[config.mk]
export PLATFORM = sky130hd
export DESIGN_NAME = insertion_sort_ctrl
export DESIGN_NICKNAME = d
export VERILOG_FILES = /design/src/rtl/insertion_sort_pkg.sv /design/src/rtl/wr_chan_tracker.sv /design/src/rtl/insertion_sort_ctrl.sv
export SDC_FILE = /design/constraint.sdc
export NUM_CORES = 1
export LEC_CHECK = 0
export BUFFER_PORTS_ARGS = -buffer_cell sky130_fd_sc_hd__buf_2
export CORE_MARGIN = 10
export CORE_UTILIZATION = 41
export DETAILED_ROUTE_END_ITERATION = 8
export PLACE_DENSITY_LB_ADDON = 0.08
export RECOVER_POWER = 100
export SYNTH_ARGS = -nofsm -noshare
export SYNTH_HDL_FRONTEND = slang
export SYNTH_HIERARCHICAL = 1
export SYNTH_SLANG_ARGS = --single-unit
[constraint.sdc]
create_clock -name clk -period 2.13 [get_ports clk]
set_input_delay 0.639 -clock clk [delete_from_list [all_inputs] [get_ports clk]]
set_output_delay 0.639 -clock clk [all_outputs]
set_load 0.02 [all_outputs]
[src/rtl/insertion_sort_pkg.sv]
// Shared state codes, select encodings and response constants for the insertion-sort controller.
package insertion_sort_pkg;

    localparam int unsigned STATE_WDTH = 4;

    typedef logic [STATE_WDTH-1:0] state_t;

    localparam state_t S_IDLE     = 4'd0;
    localparam state_t S_INIT_I   = 4'd1;
    localparam state_t S_CHK_I    = 4'd2;
    localparam state_t S_RD_KEY_A = 4'd3;
    localparam state_t S_RD_KEY_D = 4'd4;
    localparam state_t S_CHK_J    = 4'd5;
    localparam state_t S_RD_CMP_A = 4'd6;
    localparam state_t S_RD_CMP_D = 4'd7;
    localparam state_t S_CMP      = 4'd8;
    localparam state_t S_WR_SH    = 4'd9;
    localparam state_t S_DEC_J    = 4'd10;
    localparam state_t S_PREP_KEY = 4'd11;
    localparam state_t S_WR_KEY   = 4'd12;
    localparam state_t S_INC_I    = 4'd13;
    localparam state_t S_FIN      = 4'd14;

    // Select lines: 0 picks the first-named source in the port name.
    localparam logic SEL_FIRST  = 1'b0;
    localparam logic SEL_SECOND = 1'b1;

    localparam logic RESP_OKAY = 1'b0;

endpackage

[src/rtl/wr_chan_tracker.sv]
// Runs one AW/W/B write transaction: AW and W complete independently, then B is accepted.
module wr_chan_tracker
    import insertion_sort_pkg::*;
#(
    parameter int unsigned RESP_WDTH = 1
) (
    input  logic                 clk,
    input  logic                 rst_n,
    input  logic                 go,
    output logic                 aw_valid,
    input  logic                 aw_ready,
    output logic                 w_valid,
    input  logic                 w_ready,
    input  logic                 b_valid,
    output logic                 b_ready,
    input  logic [RESP_WDTH-1:0] b_resp,
    output logic                 wr_done,
    output logic                 wr_err
);

    logic aw_done;
    logic w_done;

    // Completion flags clear whenever the controller leaves the write state.
    always_ff @(posedge clk) begin
        if (rst_n || !go || wr_done) begin
            aw_done <= 1'b0;
            w_done  <= 1'b0;
        end else begin
            if (aw_valid && aw_ready) aw_done <= 1'b1;
            if (w_valid && w_ready)   w_done  <= 1'b1;
        end
    end

    assign aw_valid = go && !aw_done;
    assign w_valid  = go && !w_done;
    assign b_ready  = go && aw_done && w_done;
    assign wr_done  = b_ready && b_valid;
    assign wr_err   = wr_done && (b_resp != RESP_WDTH'(RESP_OKAY));

endmodule

[src/rtl/insertion_sort_ctrl.sv]
// Sequencing FSM for the insertion-sort datapath: outer i loop, inner j loop and memory handshakes.
module insertion_sort_ctrl
    import insertion_sort_pkg::*;
#(
    parameter int unsigned ADDR_WDTH = 4,
    parameter int unsigned DATA_WDTH = 32,
    parameter int unsigned RESP_WDTH = 1
) (
    input  logic                 clk,
    input  logic                 rst_n,
    input  logic                 start,
    output logic                 busy,
    output logic                 done,
    output logic                 error,
    input  logic                 elem2insert_gt_elem2compare,
    input  logic                 j_gte_0,
    input  logic                 i_lt_arr_size,
    output logic                 sl_1_incd_to_i,
    output logic                 ld_i,
    output logic                 sl_i_minus_1_decrd_to_j,
    output logic                 ld_j,
    output logic                 ld_elem2insert,
    output logic                 ld_elem2compare,
    output logic                 sl_i_j_to_arg_read_addr,
    output logic                 ld_arg_read_addr,
    output logic                 sl_j_j_plus_1_to_arg_write_addr,
    output logic                 ld_arg_write_addr,
    output logic                 sl_elem2insert_elem2compare_to_arg_write_data,
    output logic                 ld_arg_write_data,
    output logic                 ar_valid,
    input  logic                 ar_ready,
    input  logic                 r_valid,
    output logic                 r_ready,
    output logic                 aw_valid,
    input  logic                 aw_ready,
    output logic                 w_valid,
    input  logic                 w_ready,
    input  logic                 b_valid,
    output logic                 b_ready,
    input  logic [RESP_WDTH-1:0] b_resp
);

    // Datapath widths are carried for interface consistency only.
    if (ADDR_WDTH == 0 || DATA_WDTH == 0) begin : g_width_unused
    end

    state_t state;
    state_t state_nxt;
    logic   wr_go;
    logic   wr_done;
    logic   wr_err;

    always_ff @(posedge clk) begin
        if (rst_n) state <= S_IDLE;
        else       state <= state_nxt;
    end

    always_comb begin
        state_nxt                                     = state;
        sl_1_incd_to_i                                = SEL_FIRST;
        ld_i                                          = 1'b0;
        sl_i_minus_1_decrd_to_j                       = SEL_FIRST;
        ld_j                                          = 1'b0;
        ld_elem2insert                                = 1'b0;
        ld_elem2compare                               = 1'b0;
        sl_i_j_to_arg_read_addr                       = SEL_FIRST;
        ld_arg_read_addr                              = 1'b0;
        sl_j_j_plus_1_to_arg_write_addr               = SEL_FIRST;
        ld_arg_write_addr                             = 1'b0;
        sl_elem2insert_elem2compare_to_arg_write_data = SEL_FIRST;
        ld_arg_write_data                             = 1'b0;
        ar_valid                                      = 1'b0;
        r_ready                                       = 1'b0;
        wr_go                                         = 1'b0;
        case (state)
            S_IDLE: if (start) state_nxt = S_INIT_I;
            S_INIT_I: begin
                ld_i           = 1'b1;
                sl_1_incd_to_i = SEL_FIRST;
                state_nxt      = S_CHK_I;
            end
            S_CHK_I: begin
                if (!i_lt_arr_size) begin
                    state_nxt = S_FIN;
                end else begin
                    ld_arg_read_addr        = 1'b1;
                    sl_i_j_to_arg_read_addr = SEL_FIRST;
                    state_nxt               = S_RD_KEY_A;
                end
            end
            S_RD_KEY_A: begin
                ar_valid = 1'b1;
                if (ar_ready) state_nxt = S_RD_KEY_D;
            end
            S_RD_KEY_D: begin
                r_ready = 1'b1;
                if (r_valid) begin
                    ld_elem2insert          = 1'b1;
                    ld_j                    = 1'b1;
                    sl_i_minus_1_decrd_to_j = SEL_FIRST;
                    state_nxt               = S_CHK_J;
                end
            end
            S_CHK_J: begin
                if (!j_gte_0) begin
                    state_nxt = S_PREP_KEY;
                end else begin
                    ld_arg_read_addr        = 1'b1;
                    sl_i_j_to_arg_read_addr = SEL_SECOND;
                    state_nxt               = S_RD_CMP_A;
                end
            end
            S_RD_CMP_A: begin
                ar_valid = 1'b1;
                if (ar_ready) state_nxt = S_RD_CMP_D;
            end
            S_RD_CMP_D: begin
                r_ready = 1'b1;
                if (r_valid) begin
                    ld_elem2compare = 1'b1;
                    state_nxt       = S_CMP;
                end
            end
            S_CMP: begin
                if (elem2insert_gt_elem2compare) begin
                    state_nxt = S_PREP_KEY;
                end else begin
                    ld_arg_write_addr                             = 1'b1;
                    sl_j_j_plus_1_to_arg_write_addr               = SEL_SECOND;
                    ld_arg_write_data                             = 1'b1;
                    sl_elem2insert_elem2compare_to_arg_write_data = SEL_SECOND;
                    state_nxt                                     = S_WR_SH;
                end
            end
            S_WR_SH: begin
                wr_go = 1'b1;
                if (wr_err)       state_nxt = S_FIN;
                else if (wr_done) state_nxt = S_DEC_J;
            end
            S_DEC_J: begin
                ld_j                    = 1'b1;
                sl_i_minus_1_decrd_to_j = SEL_SECOND;
                state_nxt               = S_CHK_J;
            end
            S_PREP_KEY: begin
                ld_arg_write_addr                             = 1'b1;
                sl_j_j_plus_1_to_arg_write_addr               = SEL_SECOND;
                ld_arg_write_data                             = 1'b1;
                sl_elem2insert_elem2compare_to_arg_write_data = SEL_FIRST;
                state_nxt                                     = S_WR_KEY;
            end
            S_WR_KEY: begin
                wr_go = 1'b1;
                if (wr_err)       state_nxt = S_FIN;
                else if (wr_done) state_nxt = S_INC_I;
            end
            S_INC_I: begin
                ld_i           = 1'b1;
                sl_1_incd_to_i = SEL_SECOND;
                state_nxt      = S_CHK_I;
            end
            S_FIN:   state_nxt = S_IDLE;
            default: state_nxt = S_IDLE;
        endcase
    end

    // Sticky write-response error, cleared when a new sort is accepted.
    always_ff @(posedge clk) begin
        if (rst_n)                         error <= 1'b0;
        else if (state == S_IDLE && start) error <= 1'b0;
        else if (wr_err)                   error <= 1'b1;
    end

    assign busy = (state != S_IDLE);
    assign done = (state == S_FIN);

    wr_chan_tracker #(
        .RESP_WDTH (RESP_WDTH)
    ) u_wr_chan_tracker (
        .clk      (clk),
        .rst_n    (rst_n),
        .go       (wr_go),
        .aw_valid (aw_valid),
        .aw_ready (aw_ready),
        .w_valid  (w_valid),
        .w_ready  (w_ready),
        .b_valid  (b_valid),
        .b_ready  (b_ready),
        .b_resp   (b_resp),
        .wr_done  (wr_done),
        .wr_err   (wr_err)
    );

endmodule

==> impl_metrics.env <==
export IMPL_vias_per_cell=5.12
export IMPL_reg2reg_depth=8
export IMPL_cts_root_buf="clkbuf_4"
export IMPL_hold_path_end="error$_SDFFE_PP0P_"
export IMPL_yosys_warnings=6
export IMPL_drc_errors=0
export IMPL_tightestPinTransition_ps=446
export IMPL_ir_worst_vdd_v=0.000615
export IMPL_ctsLongestPathBuffers=2
export IMPL_fin_crit_sh_pct=96.0
export IMPL_drive_gt1_share_pct=42.4
export IMPL_syn2layout_area_growth_pct=45.7
export IMPL_rr_endpoint="state[1]$_SDFFE_PP0P_"
export IMPL_postSynthCellCount=96
export IMPL_status="finished clean"
export IMPL_rr_startpoint="state[2]$_SDFFE_PP0P_"
export IMPL_rsz0062_at_grt="false"
export IMPL_ys_seq_area_share_pct=19.2
export IMPL_hold_start="error$_SDFFE_PP0P_"
export IMPL_grt_overflow_total=0
export IMPL_final_antenna_net_count=0
export IMPL_final_setup_skew_ps=4.49
export IMPL_p_leak_nw=0.468
export IMPL_end_kind="output pin"
export IMPL_path_clk_slew_ps=50
export IMPL_wl_um=2210
export IMPL_postCtsHoldBufs=0
export IMPL_rrSetupSlack_ps=130
export IMPL_grt_pass1_vias=766
export IMPL_clk_latency_ps=250
export IMPL_grt_max_degree=20
export IMPL_arrival_ps=1410
export IMPL_clock_sinks=7
export IMPL_htree_levels=1
export IMPL_setup_violations=0
export IMPL_ys_ff_latch=7
export IMPL_crit_type="register to output pin"
export IMPL_grt_first_pass_wirelength_um=3380
export IMPL_total_power_mw=1.11
export IMPL_cts_buffers=3
export IMPL_cp_required_ps=1490
export IMPL_fin_crit_ps=2040
export IMPL_cap_violations=0
export IMPL_cts_tree="done"
export IMPL_n_antenna_cell=0
export IMPL_final_hold_violation_count=0
export IMPL_fmax_mhz=489
export IMPL_fp_row_count=15
export IMPL_via_count=840
export IMPL_hold_depth=2
export IMPL_synth_area_um2=728
export IMPL_io_pins=32
export IMPL_relSlewSlack_pct=70.0
export IMPL_drv_slew=0
export IMPL_yosys_cell_types_count=39
export IMPL_drt_iter0_drc=26
export IMPL_die_area_um2=3860
export IMPL_routedWlPerCell_um=13.5
export IMPL_tns_ps=0
export IMPL_start_kind="register"
export IMPL_path_max_fanout=4
export IMPL_grt_total_usage_pct=9.83
export IMPL_hold_class="register to register"
export IMPL_p_per_area_nw_per_um2=1050
export IMPL_nNetsFinal=152
export IMPL_fillCellCount=170
export IMPL_synth_nets=108
export IMPL_synth_edf_count=0
export IMPL_firstDrtPassIters=4
export IMPL_io_buffers=31
export IMPL_hpwl_um=1620
export IMPL_avgSynthCellArea_um2=7.59
export IMPL_ys_flop_type="dfxtp_1"
export IMPL_dieWidth_um=62.1
export IMPL_initial_core_util_pct=42.6
export IMPL_antenna_found_initial=0
export IMPL_die_h_um=62.1
export IMPL_coreArea_um2=1710
export IMPL_gp_congestion=0.803
export IMPL_fin_hold_ws_ps=518
export IMPL_synthArstFlopShare_pct=0
-- cells in the final DEF, fill, tap and decap left out, types with 3 or more instances in the layout --
master and n:
nor2_1 13, buf_2 13, buf_4 13, clkbuf_2 10, clkbuf_1 9, a21oi_1 6, dfxtp_1 6, and3_1 5
nand2b_1 5, nor3_1 5, nand2_1 4, nor2b_1 3, nor3b_1 3, o21ai_0 3, clkbuf_4 3, buf_6 3
-- how the worst max path moves through the flow --
stage / startpoint / end / slack, ps
detailed placement: b_valid / state[2]$_SDFFE_PP0P_ / 10
global route: state[2]$_SDFFE_PP0P_ / state[1]$_SDFFE_PP0P_ / 10
global placement: b_valid / state[1]$_SDFFE_PP0P_ / 60
floorplan: state[2]$_SDFFE_PP0P_ / state[1]$_SDFFE_PP0P_ / 20
finish: state[2]$_SDFFE_PP0P_ / b_ready / 90
CTS: state[2]$_SDFFE_PP0P_ / ld_j / 10
-- kinds of logic after synthesis --
kind of cell	synth area share, %
multiplexers	2.92
XOR/XNOR	2.23
AND/OR/NAND/NOR	45.7
flip-flops	19.2
buffers and inverters	8.93
AO/OA/AOI/OAI	21.0
-- cells in the mapped netlist, types with 2 or more instances --
| cell | number | area (µm²) |
|---|---|---|
| a31oi_1 | 2 | 12.5 |
| o21ai_0 | 2 | 10.0 |
| a21oi_1 | 6 | 30.0 |
| nor2b_1 | 4 | 25.0 |
| buf_4 | 2 | 15.0 |
| nand2b_1 | 7 | 43.8 |
| nor2_1 | 14 | 52.6 |
| and4_1 | 2 | 17.5 |
| nor3b_1 | 3 | 22.5 |
| a32o_1 | 2 | 20.0 |
| nor3_1 | 5 | 25.0 |
| dfxtp_1 | 7 | 140 |
| buf_6 | 2 | 22.5 |
| and3_1 | 6 | 37.5 |
| clkbuf_1 | 5 | 18.8 |
| nand2_1 | 4 | 15.0 |
-- sequential cells by signal (all words and copies together) (netlist names) --
register and flops:
state 4, error 1, u_wr_chan_tracker/aw_done 1, u_wr_chan_tracker/w_done 1
-- power by group --
group	switching, mW	total [mW]	internal, mW	leakage (nW)
Clock	0.0487	0.120	0.0715	0.0150
Sequential	0.0223	0.178	0.156	0.0577
Combinational	0.421	0.814	0.393	0.396
Total	0.492	1.11	0.620	0.468
-- cell type report --
class                   instances  area (µm²)  area share [%]
repair buffers                 49         307            28.9
well taps                      25        31.3            2.95
multi-input cells              78         549            51.8
clock buffers                   4        26.3            2.48
flip-flops and latches          7         144            13.6
inverters                       1        3.75           0.354
-- metrics by stage --
step                utilization, %  cell area, µm²  cells  setup slack, ps
global placement              54.9             938    153             55.3
floorplan                        -             732     96             16.5
CTS                           60.0            1020    161             14.9
finish                        62.1            1060    164             85.0
detailed placement            54.9             938    153             13.1
global route                  62.1            1060    164             12.4
-- critical path, stage by stage, from the launching register on --
cell and delay, ps:
dfxtp_4 360, xnor2_2 160, nor2_1 130, clkbuf_1 170
and3_1 170, clkbuf_2 160
-- layer usage --
metal / GRT usage (%) / up-vias / part of all wire, %
li1: - / 430 / -
met2: 14.4 / 26 / 44
met1: 12.7 / 382 / 48
met5: 0 / - / 0
met4: 3.14 / 0 / 0.50
met3: 3.94 / 2 / 7.6
-- timing repair --
| item | in CTS | in global routing |
|---|---|---|
| setup buffers | 4 | 3 |
| setup endpoints to repair | 4 | 4 |
| resized for setup | 8 | 9 |
| pin swaps | 0 | 1 |
No activity file was read; power rests on OpenSTA's default activity.
